[config.mk]
export PLATFORM = sky130hd
export DESIGN_NAME = directory_controller
export DESIGN_NICKNAME = d
export VERILOG_FILES = /design/src/rtl/directory_controller_pkg.sv /design/src/rtl/directory_entry_array.sv /design/src/rtl/directory_controller.sv
export SDC_FILE = /design/constraint.sdc
export NUM_CORES = 1
export LEC_CHECK = 0
export CAP_MARGIN = 20
export CORE_MARGIN = 4
export CORE_UTILIZATION = 55
export CTS_BUF_LIST = sky130_fd_sc_hd__clkbuf_16
export DETAILED_ROUTE_END_ITERATION = 16
export PLACE_DENSITY = 0.74
export SLEW_MARGIN = 20
export SYNTH_ARGS = -nofsm -noshare
export SYNTH_HDL_FRONTEND = slang
export SYNTH_SLANG_ARGS = --single-unit
[constraint.sdc]
create_clock -name clk -period 4.9 [get_ports clk]
set_input_delay 0.98 -clock clk [delete_from_list [all_inputs] [get_ports clk]]
set_output_delay 0.98 -clock clk [all_outputs]
set_load 0.05 [all_outputs]
[src/rtl/directory_controller_pkg.sv]
// Shared encodings for the MSI home-node directory: entry states, request,
// command and response codes, and the controller's FSM states.
package dir_pkg;

  typedef enum logic [1:0] {
    DIR_UNCACHED  = 2'b01,
    DIR_SHARED    = 2'b10,
    DIR_EXCLUSIVE = 2'b11
  } dir_state_e;

  typedef enum logic [1:0] {
    REQ_READ_MISS  = 2'b00,
    REQ_WRITE_MISS = 2'b01,
    REQ_UPGRADE    = 2'b10,
    REQ_ILLEGAL    = 2'b11
  } req_type_e;

  typedef enum logic [1:0] {
    CMD_INV       = 2'b00,
    CMD_FETCH     = 2'b01,
    CMD_FETCH_INV = 2'b10
  } cmd_type_e;

  typedef enum logic [1:0] {
    RESP_DATA_SHARED = 2'b00,
    RESP_DATA_EXCL   = 2'b01,
    RESP_UPGRADE_ACK = 2'b10
  } resp_type_e;

  typedef enum logic [2:0] {
    S_IDLE     = 3'd0,
    S_LOOKUP   = 3'd1,
    S_CMD      = 3'd2,
    S_WAIT_ACK = 3'd3,
    S_RESPOND  = 3'd4
  } fsm_state_e;

endpackage

[src/rtl/directory_entry_array.sv]
// Directory storage: per block a 2-bit state and a sharer vector.
// The read address is captured on rd_en; rd_* then follows that entry.
module directory_entry_array
  import dir_pkg::*;
#(
  parameter int NUM_NODES  = 4,
  parameter int NUM_BLOCKS = 16,
  parameter int ADDR_W     = $clog2(NUM_BLOCKS)
) (
  input  logic                 clk,
  input  logic                 reset,
  input  logic                 rd_en,
  input  logic [ADDR_W-1:0]    rd_addr,
  output logic [1:0]           rd_state,
  output logic [NUM_NODES-1:0] rd_sharers,
  input  logic                 wr_en,
  input  logic [ADDR_W-1:0]    wr_addr,
  input  logic [1:0]           wr_state,
  input  logic [NUM_NODES-1:0] wr_sharers
);

  logic [1:0]           state_mem  [NUM_BLOCKS];
  logic [NUM_NODES-1:0] sharer_mem [NUM_BLOCKS];
  logic [ADDR_W-1:0]    rd_addr_q;

  always_ff @(posedge clk or posedge reset) begin
    if (reset) begin
      rd_addr_q <= '0;
      for (int i = 0; i < NUM_BLOCKS; i++) begin
        state_mem[i]  <= DIR_UNCACHED;
        sharer_mem[i] <= '0;
      end
    end else begin
      if (rd_en) rd_addr_q <= rd_addr;
      if (wr_en) begin
        state_mem[wr_addr]  <= wr_state;
        sharer_mem[wr_addr] <= wr_sharers;
      end
    end
  end

  assign rd_state   = state_mem[rd_addr_q];
  assign rd_sharers = sharer_mem[rd_addr_q];

endmodule

[src/rtl/directory_controller.sv]
// MSI home-node directory controller: serialises miss/upgrade requests,
// issues invalidate/fetch commands, collects acks and answers the requester.
module directory_controller
  import dir_pkg::*;
#(
  parameter int NUM_NODES   = 4,
  parameter int NUM_BLOCKS  = 16,
  parameter int ADDR_W      = $clog2(NUM_BLOCKS),
  parameter int NODE_W      = $clog2(NUM_NODES),
  parameter int ACK_TIMEOUT = 255
) (
  input  logic                 clk,
  input  logic                 reset,
  input  logic                 req_valid,
  output logic                 req_ready,
  input  logic [1:0]           req_type,
  input  logic [NODE_W-1:0]    req_node,
  input  logic [ADDR_W-1:0]    req_addr,
  output logic                 cmd_valid,
  output logic [1:0]           cmd_type,
  output logic [NUM_NODES-1:0] cmd_mask,
  output logic [ADDR_W-1:0]    cmd_addr,
  input  logic [NUM_NODES-1:0] ack_vec,
  output logic                 resp_valid,
  output logic [1:0]           resp_type,
  output logic [NODE_W-1:0]    resp_node,
  output logic [ADDR_W-1:0]    resp_addr,
  output logic                 mem_wb,
  output logic                 err
);

  localparam int CNT_W = $clog2(ACK_TIMEOUT + 1);

  // Handshake: a request transfers on a rising edge where req_valid && req_ready;
  // cmd_valid / resp_valid / mem_wb / err are single-cycle pulses with no back-pressure.

  fsm_state_e fsm_q, fsm_d;

  logic [1:0]           req_type_q;
  logic [NODE_W-1:0]    req_node_q;
  logic [ADDR_W-1:0]    req_addr_q;
  logic [1:0]           cmd_type_q;
  logic [NUM_NODES-1:0] cmd_mask_q;
  logic [1:0]           resp_type_q;
  logic                 wb_q;
  logic [1:0]           new_state_q;
  logic [NUM_NODES-1:0] new_sharers_q;
  logic [NUM_NODES-1:0] pending_q;
  logic [CNT_W-1:0]     cnt_q;

  logic [1:0]           rd_state;
  logic [NUM_NODES-1:0] rd_sharers;

  logic [NUM_NODES-1:0] req_bit;
  logic                 is_write;
  logic                 illegal;
  logic [1:0]           dec_cmd_type;
  logic [NUM_NODES-1:0] dec_mask;
  logic [1:0]           dec_state;
  logic [NUM_NODES-1:0] dec_sharers;
  logic [1:0]           dec_resp;
  logic                 dec_wb;
  logic [NUM_NODES-1:0] pending_after;
  logic                 timeout_hit;

  directory_entry_array #(
    .NUM_NODES (NUM_NODES),
    .NUM_BLOCKS(NUM_BLOCKS),
    .ADDR_W    (ADDR_W)
  ) u_entries (
    .clk       (clk),
    .reset     (reset),
    .rd_en     (req_valid && req_ready),
    .rd_addr   (req_addr),
    .rd_state  (rd_state),
    .rd_sharers(rd_sharers),
    .wr_en     (resp_valid),
    .wr_addr   (req_addr_q),
    .wr_state  (new_state_q),
    .wr_sharers(new_sharers_q)
  );

  assign req_bit  = NUM_NODES'(1) << req_node_q;
  assign is_write = (req_type_q != REQ_READ_MISS);
  assign illegal  = (req_type_q == REQ_ILLEGAL);

  // Protocol decision from the looked-up entry; captured at the end of LOOKUP.
  always_comb begin
    dec_cmd_type = CMD_INV;
    dec_mask     = '0;
    dec_state    = DIR_SHARED;
    dec_sharers  = req_bit;
    dec_resp     = RESP_DATA_SHARED;
    dec_wb       = 1'b0;
    case (rd_state)
      DIR_SHARED: begin
        if (!is_write) begin
          dec_sharers = rd_sharers | req_bit;
        end else begin
          dec_cmd_type = CMD_INV;
          dec_mask     = rd_sharers & ~req_bit;
          dec_state    = DIR_EXCLUSIVE;
          // An upgrade from a node no longer in the sharer set is stale: give it data.
          dec_resp     = (req_type_q == REQ_UPGRADE && (rd_sharers & req_bit) != '0)
                         ? RESP_UPGRADE_ACK : RESP_DATA_EXCL;
        end
      end
      DIR_EXCLUSIVE: begin
        if ((rd_sharers & req_bit) != '0) begin
          if (is_write) begin
            dec_state = DIR_EXCLUSIVE;
            dec_resp  = (req_type_q == REQ_UPGRADE) ? RESP_UPGRADE_ACK : RESP_DATA_EXCL;
          end
        end else if (!is_write) begin
          dec_cmd_type = CMD_FETCH;
          dec_mask     = rd_sharers;
          dec_sharers  = rd_sharers | req_bit;
          dec_wb       = 1'b1;
        end else begin
          dec_cmd_type = CMD_FETCH_INV;
          dec_mask     = rd_sharers;
          dec_state    = DIR_EXCLUSIVE;
          dec_resp     = RESP_DATA_EXCL;
          dec_wb       = 1'b1;
        end
      end
      default: begin
        if (is_write) begin
          dec_state = DIR_EXCLUSIVE;
          dec_resp  = RESP_DATA_EXCL;
        end
      end
    endcase
  end

  assign pending_after = pending_q & ~ack_vec;
  assign timeout_hit   = (fsm_q == S_WAIT_ACK) && (cnt_q == CNT_W'(ACK_TIMEOUT - 1))
                         && (pending_after != '0);

  always_ff @(posedge clk or posedge reset) begin
    if (reset) fsm_q <= S_IDLE;
    else       fsm_q <= fsm_d;
  end

  always_comb begin
    fsm_d = fsm_q;
    case (fsm_q)
      S_IDLE:     if (req_valid) fsm_d = S_LOOKUP;
      S_LOOKUP: begin
        if (illegal)              fsm_d = S_IDLE;
        else if (dec_mask != '0)  fsm_d = S_CMD;
        else                      fsm_d = S_RESPOND;
      end
      S_CMD:      fsm_d = S_WAIT_ACK;
      S_WAIT_ACK: if (pending_after == '0 || timeout_hit) fsm_d = S_RESPOND;
      S_RESPOND:  fsm_d = S_IDLE;
      default:    fsm_d = S_IDLE;
    endcase
  end

  always_ff @(posedge clk or posedge reset) begin
    if (reset) begin
      req_type_q    <= '0;
      req_node_q    <= '0;
      req_addr_q    <= '0;
      cmd_type_q    <= '0;
      cmd_mask_q    <= '0;
      resp_type_q   <= '0;
      wb_q          <= 1'b0;
      new_state_q   <= DIR_UNCACHED;
      new_sharers_q <= '0;
      pending_q     <= '0;
      cnt_q         <= '0;
    end else begin
      case (fsm_q)
        S_IDLE: begin
          if (req_valid) begin
            req_type_q <= req_type;
            req_node_q <= req_node;
            req_addr_q <= req_addr;
          end
        end
        S_LOOKUP: begin
          cmd_type_q    <= dec_cmd_type;
          cmd_mask_q    <= dec_mask;
          resp_type_q   <= dec_resp;
          wb_q          <= dec_wb;
          new_state_q   <= dec_state;
          new_sharers_q <= dec_sharers;
        end
        S_CMD: begin
          pending_q <= cmd_mask_q;
          cnt_q     <= '0;
        end
        S_WAIT_ACK: begin
          pending_q <= timeout_hit ? '0 : pending_after;
          cnt_q     <= cnt_q + CNT_W'(1);
        end
        default: ;
      endcase
    end
  end

  assign req_ready  = (fsm_q == S_IDLE);
  assign cmd_valid  = (fsm_q == S_CMD);
  assign cmd_type   = cmd_valid ? cmd_type_q : '0;
  assign cmd_mask   = cmd_valid ? cmd_mask_q : '0;
  assign cmd_addr   = cmd_valid ? req_addr_q : '0;
  assign resp_valid = (fsm_q == S_RESPOND);
  assign resp_type  = resp_valid ? resp_type_q : '0;
  assign resp_node  = resp_valid ? req_node_q : '0;
  assign resp_addr  = resp_valid ? req_addr_q : '0;
  assign mem_wb     = resp_valid && wb_q;
  assign err        = ((fsm_q == S_LOOKUP) && illegal) || timeout_hit;

endmodule

### Yosys cells after proc, flatten, opt, wreduce, memory -nomap -nowiden

Cells that the tools add are included.

* register bits after elaboration: 138
* bits in latches: 0
* bits in writable memories: 0
* bits in read-only memories: 0
* input bits: 15
* output and inout port bits: 23
* word-level logic and storage cells: 132
* memories kept: 0

* add/subtract/negate cells: 1
* multiply operators: 0
* div/mod/pow operators: 0
* order comparisons: 3
* eq/ne operators: 11
* shift operators: 1
* multiplexer cells: 45
* bitwise logic cells: 8
* reductions and logical operators: 18

Operators by type and width (count)
* $bwmux W64: 1
* $mux W4: 11
* $bwmux W32: 1
* $mux W2: 14
* $pmux W4 S2: 3
* $bmux W4 S4: 1
* $demux W4 S4: 1
* $pmux W8 S2: 1
* $and A4 B4 Y4: 3
* $mux W3: 4
* $pmux W3 S4: 1
* $reduce_bool A4 Y1: 3
* $ge A5 B5 Y1 const B: 2
* $not A4 Y5: 2
* $add A8 B1 Y8 const B: 1
* $bmux W2 S4: 1
* $demux W2 S4: 1
* $eq A2 B2 Y1 const B: 4
* $eq A8 B8 Y1 const B: 1
* $not A4 Y4: 2
* $logic_and A1 B1 Y1: 7
* $eq A3 B2 Y1 const B: 2
* $lt A5 B1 Y1 const B: 1
* $logic_not A4 Y1: 1
* 12 further kinds: 18

### Logic depth before layout (Yosys ltp)

* word-level depth: 12
* depth in mapped cells: 11
* mapped depth without buffers: 8

### Cells and area by module

Synthesis repeated with hierarchy kept, for this count alone.

* cell total of the unflattened synthesis: 501
* area total of the unflattened synthesis: 6665.1 um^2

Modules (own cells, without submodules)
* directory_entry_array: instances 1, cells an instance 290, area each 4647.0 um^2, sequential area each 2522.4 um^2
* directory_controller: instances 1, cells an instance 211, area each 2018.2 um^2, sequential area each 952.2 um^2

### Worst setup path after synthesis

Ideal clock, no wire load.

* path kind: reg-to-output
* from: register fsm_q[0]
* to: output err
* arrival time: 2417 ps
* required time: 3920 ps
* setup slack: 1503 ps
* cell stages (with the launch flop): 5
* buffers on the path: 2
* path through: dfrtp_1 > clkbuf_1 > or3b_2 > clkbuf_1 > o21ai_0

* word-level cells in the longest chain between the ends: 4
* elaborated cells on any way between the ends: 6
* those cells by class: 2 x eq/ne; 4 x reduce/logical

RTL lines
* from (decl): RTL line directory_controller.sv:37 `fsm_state_e fsm_q, fsm_d;`
* from (signal assigned): RTL line directory_controller.sv:142 `else fsm_q <= fsm_d;`
* $eq A3 B2 Y1: RTL line directory_controller.sv:137 `assign timeout_hit = (fsm_q == S_WAIT_ACK) && (cnt_q == CNT_W'(ACK_TIMEOUT - 1))`
* $logic_and A1 B1 Y1: RTL line directory_controller.sv:137
* $logic_and A1 B1 Y1: RTL line directory_controller.sv:138 `&& (pending_after != '0);`
* $logic_or A1 B1 Y1 (*): RTL line directory_controller.sv:214 `assign err = ((fsm_q == S_LOOKUP) && illegal) || timeout_hit;`
* to (decl): RTL line directory_controller.sv:29 `output logic err`

Every way passes the cells marked *; elsewhere a longest branch is shown, timed or not.

### Final worst setup path

* from: register fsm_q[1]
* to: output err

The elaborated chain is that of the path after synthesis.

==> qor.log <==
[outcome] outcome complete, no violations
[detailed_routing] number of search-and-repair iterations in the first detailed-routing pass 4
[die] area of the die 14,000 sq um
[clock_tree] clock tree from TritonCTS yes
[grt] maximum number of pins on one net before global-route repair 73
[worst_setup_path] CP most frequent cell sky130_fd_sc_hd__nand2_1
[worst_hold_path] startpoint of the tightest hold check path cmd_type_q[1]
[die] die height 118 microns
[clock_tree] root cell of the clock tree sky130_fd_sc_hd__clkbuf_16
[worst_setup_path] Worst R2R End fsm_q[1]
[sta] final hold viol count 0
[sta] RSZ-0062 raised after global routing no
[finish] Post-layout nets 574
[clock_tree] clock-pin slew on the worst setup and hold paths 0.05 ns
[synth] primary flip-flop cell chosen by synthesis mapping sky130_fd_sc_hd__dfrtp_1
[clock_tree] TritonCTS sink count 134
[clock_tree] CTS resizes 0
[sta] transition at the pin with the smallest max-transition slack 0.887 ns
[worst_setup_path] start-to-end type of the worst setup path flip-flop to output pin
[finish] ratio of cells with drive above 1 in the final layout 33.5%
[power] largest vdd supply drop 0.298 mV
[sta] time the final worst path needs with I/O delays and setup 3.86 ns
[worst_setup_path] endpoint class of the critical path output pin
[detailed_routing] Initial DRC Count 352
[sta] Total Neg Setup Slack 0 ns
[detailed_routing] DRT antenna net count 0
[placement] count of input and output buffers 37
[worst_setup_path] critical path launch point fsm_q[1]
[sta] Pins Over Slew Limit 0
[synth] post-synthesis sequential element count 134
[placement] DP Cell Count 685
[detailed_routing] vias per cell 6.19
[worst_hold_path] worst hold path depth 2
[worst_hold_path] hold path endpoint cmd_type_q[1]
[worst_setup_path] cells along the critical path nor2b_1, nand2_1, a31oi_1, nand2_1, o21ai_0, clkdlybuf4s50_1
[synth] Synth Cell Area 6700 sq um
[synth] Syn Nets 541
[detailed_routing] DRT Wirelength 15,200 microns
[grt] initial antenna violation count 0
[die] Initial Utilization 56.0%
[worst_setup_path] cell at the slowest stage of the critical path sky130_fd_sc_hd__clkdlybuf4s50_1
[clock_tree] number of buffers created by CTS 17
[run] number of maximum-capacitance constraint violations 0
[worst_setup_path] Crit path max-delay family buffers and inverters
[worst_setup_path] number of cells traversed by the worst register-to-register path 8
[worst_setup_path] maximum fanout count along the critical path 19
[detailed_routing] Via Count 4,439
[synth] total number of yosys warnings 0
[die] cell row count 40
[synth] leading cell types by total area after synthesis sky130_fd_sc_hd__dfrtp_1 44%, sky130_fd_sc_hd__mux2_2 17%, sky130_fd_sc_hd__dfstp_2 6.7%
[synth] number of enable-type register cells in the synthesized netlist 0
[worst_setup_path] reg-to-reg slack, setup 1.61 ns
[detailed_routing] post-DR wirelength/cell 21.1 microns
[clock_tree] worst-skew pair later-pin latency 0.42 ns
[sta] Achievable Freq 259 MHz
[sta] post-route worst setup slack 1.04 ns
[synth] sequential fraction of the synthesis area 50.4%
[placement] minimum setup slack after placement 1.17 ns
[synth] leading area contributor after synthesis sky130_fd_sc_hd__dfrtp_1
[grt] total congestion overflow 0
[worst_hold_path] worst min-delay path category flip-flop to flip-flop
[sta] Slew headroom 40.9%
[worst_setup_path] launching element type of the critical path flip-flop
[power] Pwr Total 5.19 mW
[clock_tree] number of levels in the clock H-tree 4
[power] static leakage 3.53 nW
[placement] gpl congestion 0.889
[synth] FFs w/ async S/R, synth 100%
[worst_setup_path] Crit. path cell count 6
[finish] final antenna diode count 0
[sta] Clock Skew 0.00748 ns
[finish] area added between synthesis and finish 16.6%
[clock_tree] largest buffer count on any clock path 2
[worst_setup_path] number of buffer and inverter stages on the critical path 1
[worst_setup_path] required time at the worst-slack endpoint 3.92 ns
[grt] global-route wire length before repair 24,800 microns
[sta] Setup violations, final 0
[grt] overall track demand over capacity in global routing 22.8%
[sta] smallest hold slack 0.475 ns
[placement] HPWL reported at the end of detailed placement 10,200 microns
[grt] via count of the first global-routing pass 4,653
[power] Pwr per Cell Area 665 nW/um^2
[die] floorplan die width 118 microns
[die] count of pins on the block boundary 38
[worst_setup_path] peak per-stage delay on the critical path 0.83 ns
[synth] share of the synthesized area in the top cell type 43.7%
[detailed_routing] DRC errors left 0
[synth] Avg Cell Area, Syn 12.8 sq um
[finish] final non-filler cell total 717
[synth] gate count of the mapped netlist 524
[clock_tree] number of buffers inserted for hold repair after clock tree synthesis 0
[die] Core ar. 12,000 sq um
[worst_setup_path] startpoint of the worst register-to-register path req_addr_q[1]
[clock_tree] Post-CTS Setup Inserts 0
[sta] portion of the clock cycle consumed by the worst path in the final layout 78.7%
[synth] Cell variety after synth 57
[worst_setup_path] signal arrival time at the worst endpoint 2.88 ns
[report_power, final]
part	switching (mW)	total, mW	leakage, nW	internal (mW)
clock network	0.467	1.36	0.313	0.896
logic	0.947	1.86	1.50	0.916
registers	0.437	1.97	1.72	1.53
[how the worst max path moves through the flow]
stage,endpoint,slack (ns)
floorplan,cmd_mask_q[0],0.37
global placement,err,1.20
detailed placement,err,1.17
CTS,err,1.10
global route,err,0.89
finish,err,1.04
[Yosys cell counts (2+ instances only)]
master,number
sky130_fd_sc_hd__dfrtp_1,117
sky130_fd_sc_hd__mux2_2,101
sky130_fd_sc_hd__nand2_1,42
sky130_fd_sc_hd__clkbuf_1,21
sky130_fd_sc_hd__mux4_2,18
sky130_fd_sc_hd__dfstp_2,17
sky130_fd_sc_hd__nor2_1,17
sky130_fd_sc_hd__o21ai_0,16
sky130_fd_sc_hd__nand2b_1,14
sky130_fd_sc_hd__and3_1,13
sky130_fd_sc_hd__nand3_1,13
sky130_fd_sc_hd__and2_1,11
sky130_fd_sc_hd__mux2_1,9
sky130_fd_sc_hd__o21ai_1,9
sky130_fd_sc_hd__a21oi_1,7
sky130_fd_sc_hd__mux2i_1,7
sky130_fd_sc_hd__nor2b_1,7
sky130_fd_sc_hd__a21o_1,6
sky130_fd_sc_hd__buf_2,6
sky130_fd_sc_hd__inv_1,6
sky130_fd_sc_hd__nor3_1,6
sky130_fd_sc_hd__o31ai_1,5
sky130_fd_sc_hd__mux4_1,4
sky130_fd_sc_hd__a22o_1,3
sky130_fd_sc_hd__mux2i_2,3
sky130_fd_sc_hd__nor3b_1,3
sky130_fd_sc_hd__o211ai_1,3
sky130_fd_sc_hd__o41ai_2,3
sky130_fd_sc_hd__a22oi_1,2
sky130_fd_sc_hd__a31oi_1,2
sky130_fd_sc_hd__buf_6,2
sky130_fd_sc_hd__ha_1,2
sky130_fd_sc_hd__nand3b_1,2
sky130_fd_sc_hd__o211a_1,2
sky130_fd_sc_hd__or3_1,2
sky130_fd_sc_hd__or3b_2,2
[logic make-up after synthesis]
kind of cell,share of synthesized area (%)
mux,28.1
flops,50.4
fa+ha+maj,0.374
buf+inv,2.76
simple gates,11.0
compound gates,7.40
[flip-flops by register name (all words and copies together) (netlist names)]
name and cells:
new_sharers_q 4, fsm_q 3, req_addr_q 4, new_state_q 2
u_entries.state_mem 32, wb_q 1, cmd_mask_q 4, req_node_q 2
resp_type_q 2, u_entries.sharer_mem 64, cmd_type_q 2, req_type_q 2
pending_q 4, cnt_q 8
[worst min-delay path: cells and delay by family, from the launching register on]
kind,cells,cell delay [ns]
flops,1,0.33
compound gates,1,0.06
simple gates,1,0.05
[layout make-up]
type                            count  area, sq um
Tap cell                          147          184
Timing Repair Buffer               46          450
Sequential cell                   134         3370
Inverter                            6         25.0
Multi-Input combinational cell    352         3140
Clock buffer                       17          425
Clock inverter                     15          210
Fill cell                         896         4150
[per-stage QoR]
stage / util (%) / cell area (sq um)
floorplan: - / 6700
global placement: 60.0 / 7170
detailed placement: 60.0 / 7170
CTS: 65.3 / 7810
global route: 65.3 / 7810
finish: 65.3 / 7810
[metal layers]
metal	vias up	part of all wire (%)	GRT usage (%)
li1	1984	-	-
met1	2294	45	30.6
met2	128	48	36.5
met3	33	4.5	4.74
met4	0	2.9	9.38
met5	-	0	0
[cell usage in the layout, fill, tap and decap left out, types with 3 or more instances in the layout]
master	n
sky130_fd_sc_hd__a21o_1	6
sky130_fd_sc_hd__a21oi_1	7
sky130_fd_sc_hd__a22o_1	3
sky130_fd_sc_hd__and2_1	11
sky130_fd_sc_hd__and3_1	13
sky130_fd_sc_hd__buf_4	8
sky130_fd_sc_hd__bufinv_16	5
sky130_fd_sc_hd__clkbuf_16	17
sky130_fd_sc_hd__clkdlybuf4s50_1	37
sky130_fd_sc_hd__clkinv_2	3
sky130_fd_sc_hd__dfrtp_1	117
sky130_fd_sc_hd__dfstp_2	17
sky130_fd_sc_hd__inv_1	6
sky130_fd_sc_hd__mux2_1	9
sky130_fd_sc_hd__mux2_2	101
sky130_fd_sc_hd__mux2i_1	7
sky130_fd_sc_hd__mux2i_2	3
sky130_fd_sc_hd__mux4_1	4
sky130_fd_sc_hd__mux4_2	18
sky130_fd_sc_hd__nand2_1	42
sky130_fd_sc_hd__nand2b_1	14
sky130_fd_sc_hd__nand3_1	13
sky130_fd_sc_hd__nor2_1	17
sky130_fd_sc_hd__nor2b_1	7
sky130_fd_sc_hd__nor3_1	5
sky130_fd_sc_hd__nor3b_1	3
sky130_fd_sc_hd__o211ai_1	3
sky130_fd_sc_hd__o21ai_0	16
sky130_fd_sc_hd__o21ai_1	9
sky130_fd_sc_hd__o31ai_1	5
sky130_fd_sc_hd__o41ai_2	3
No activity file was read; power rests on OpenSTA's default activity.
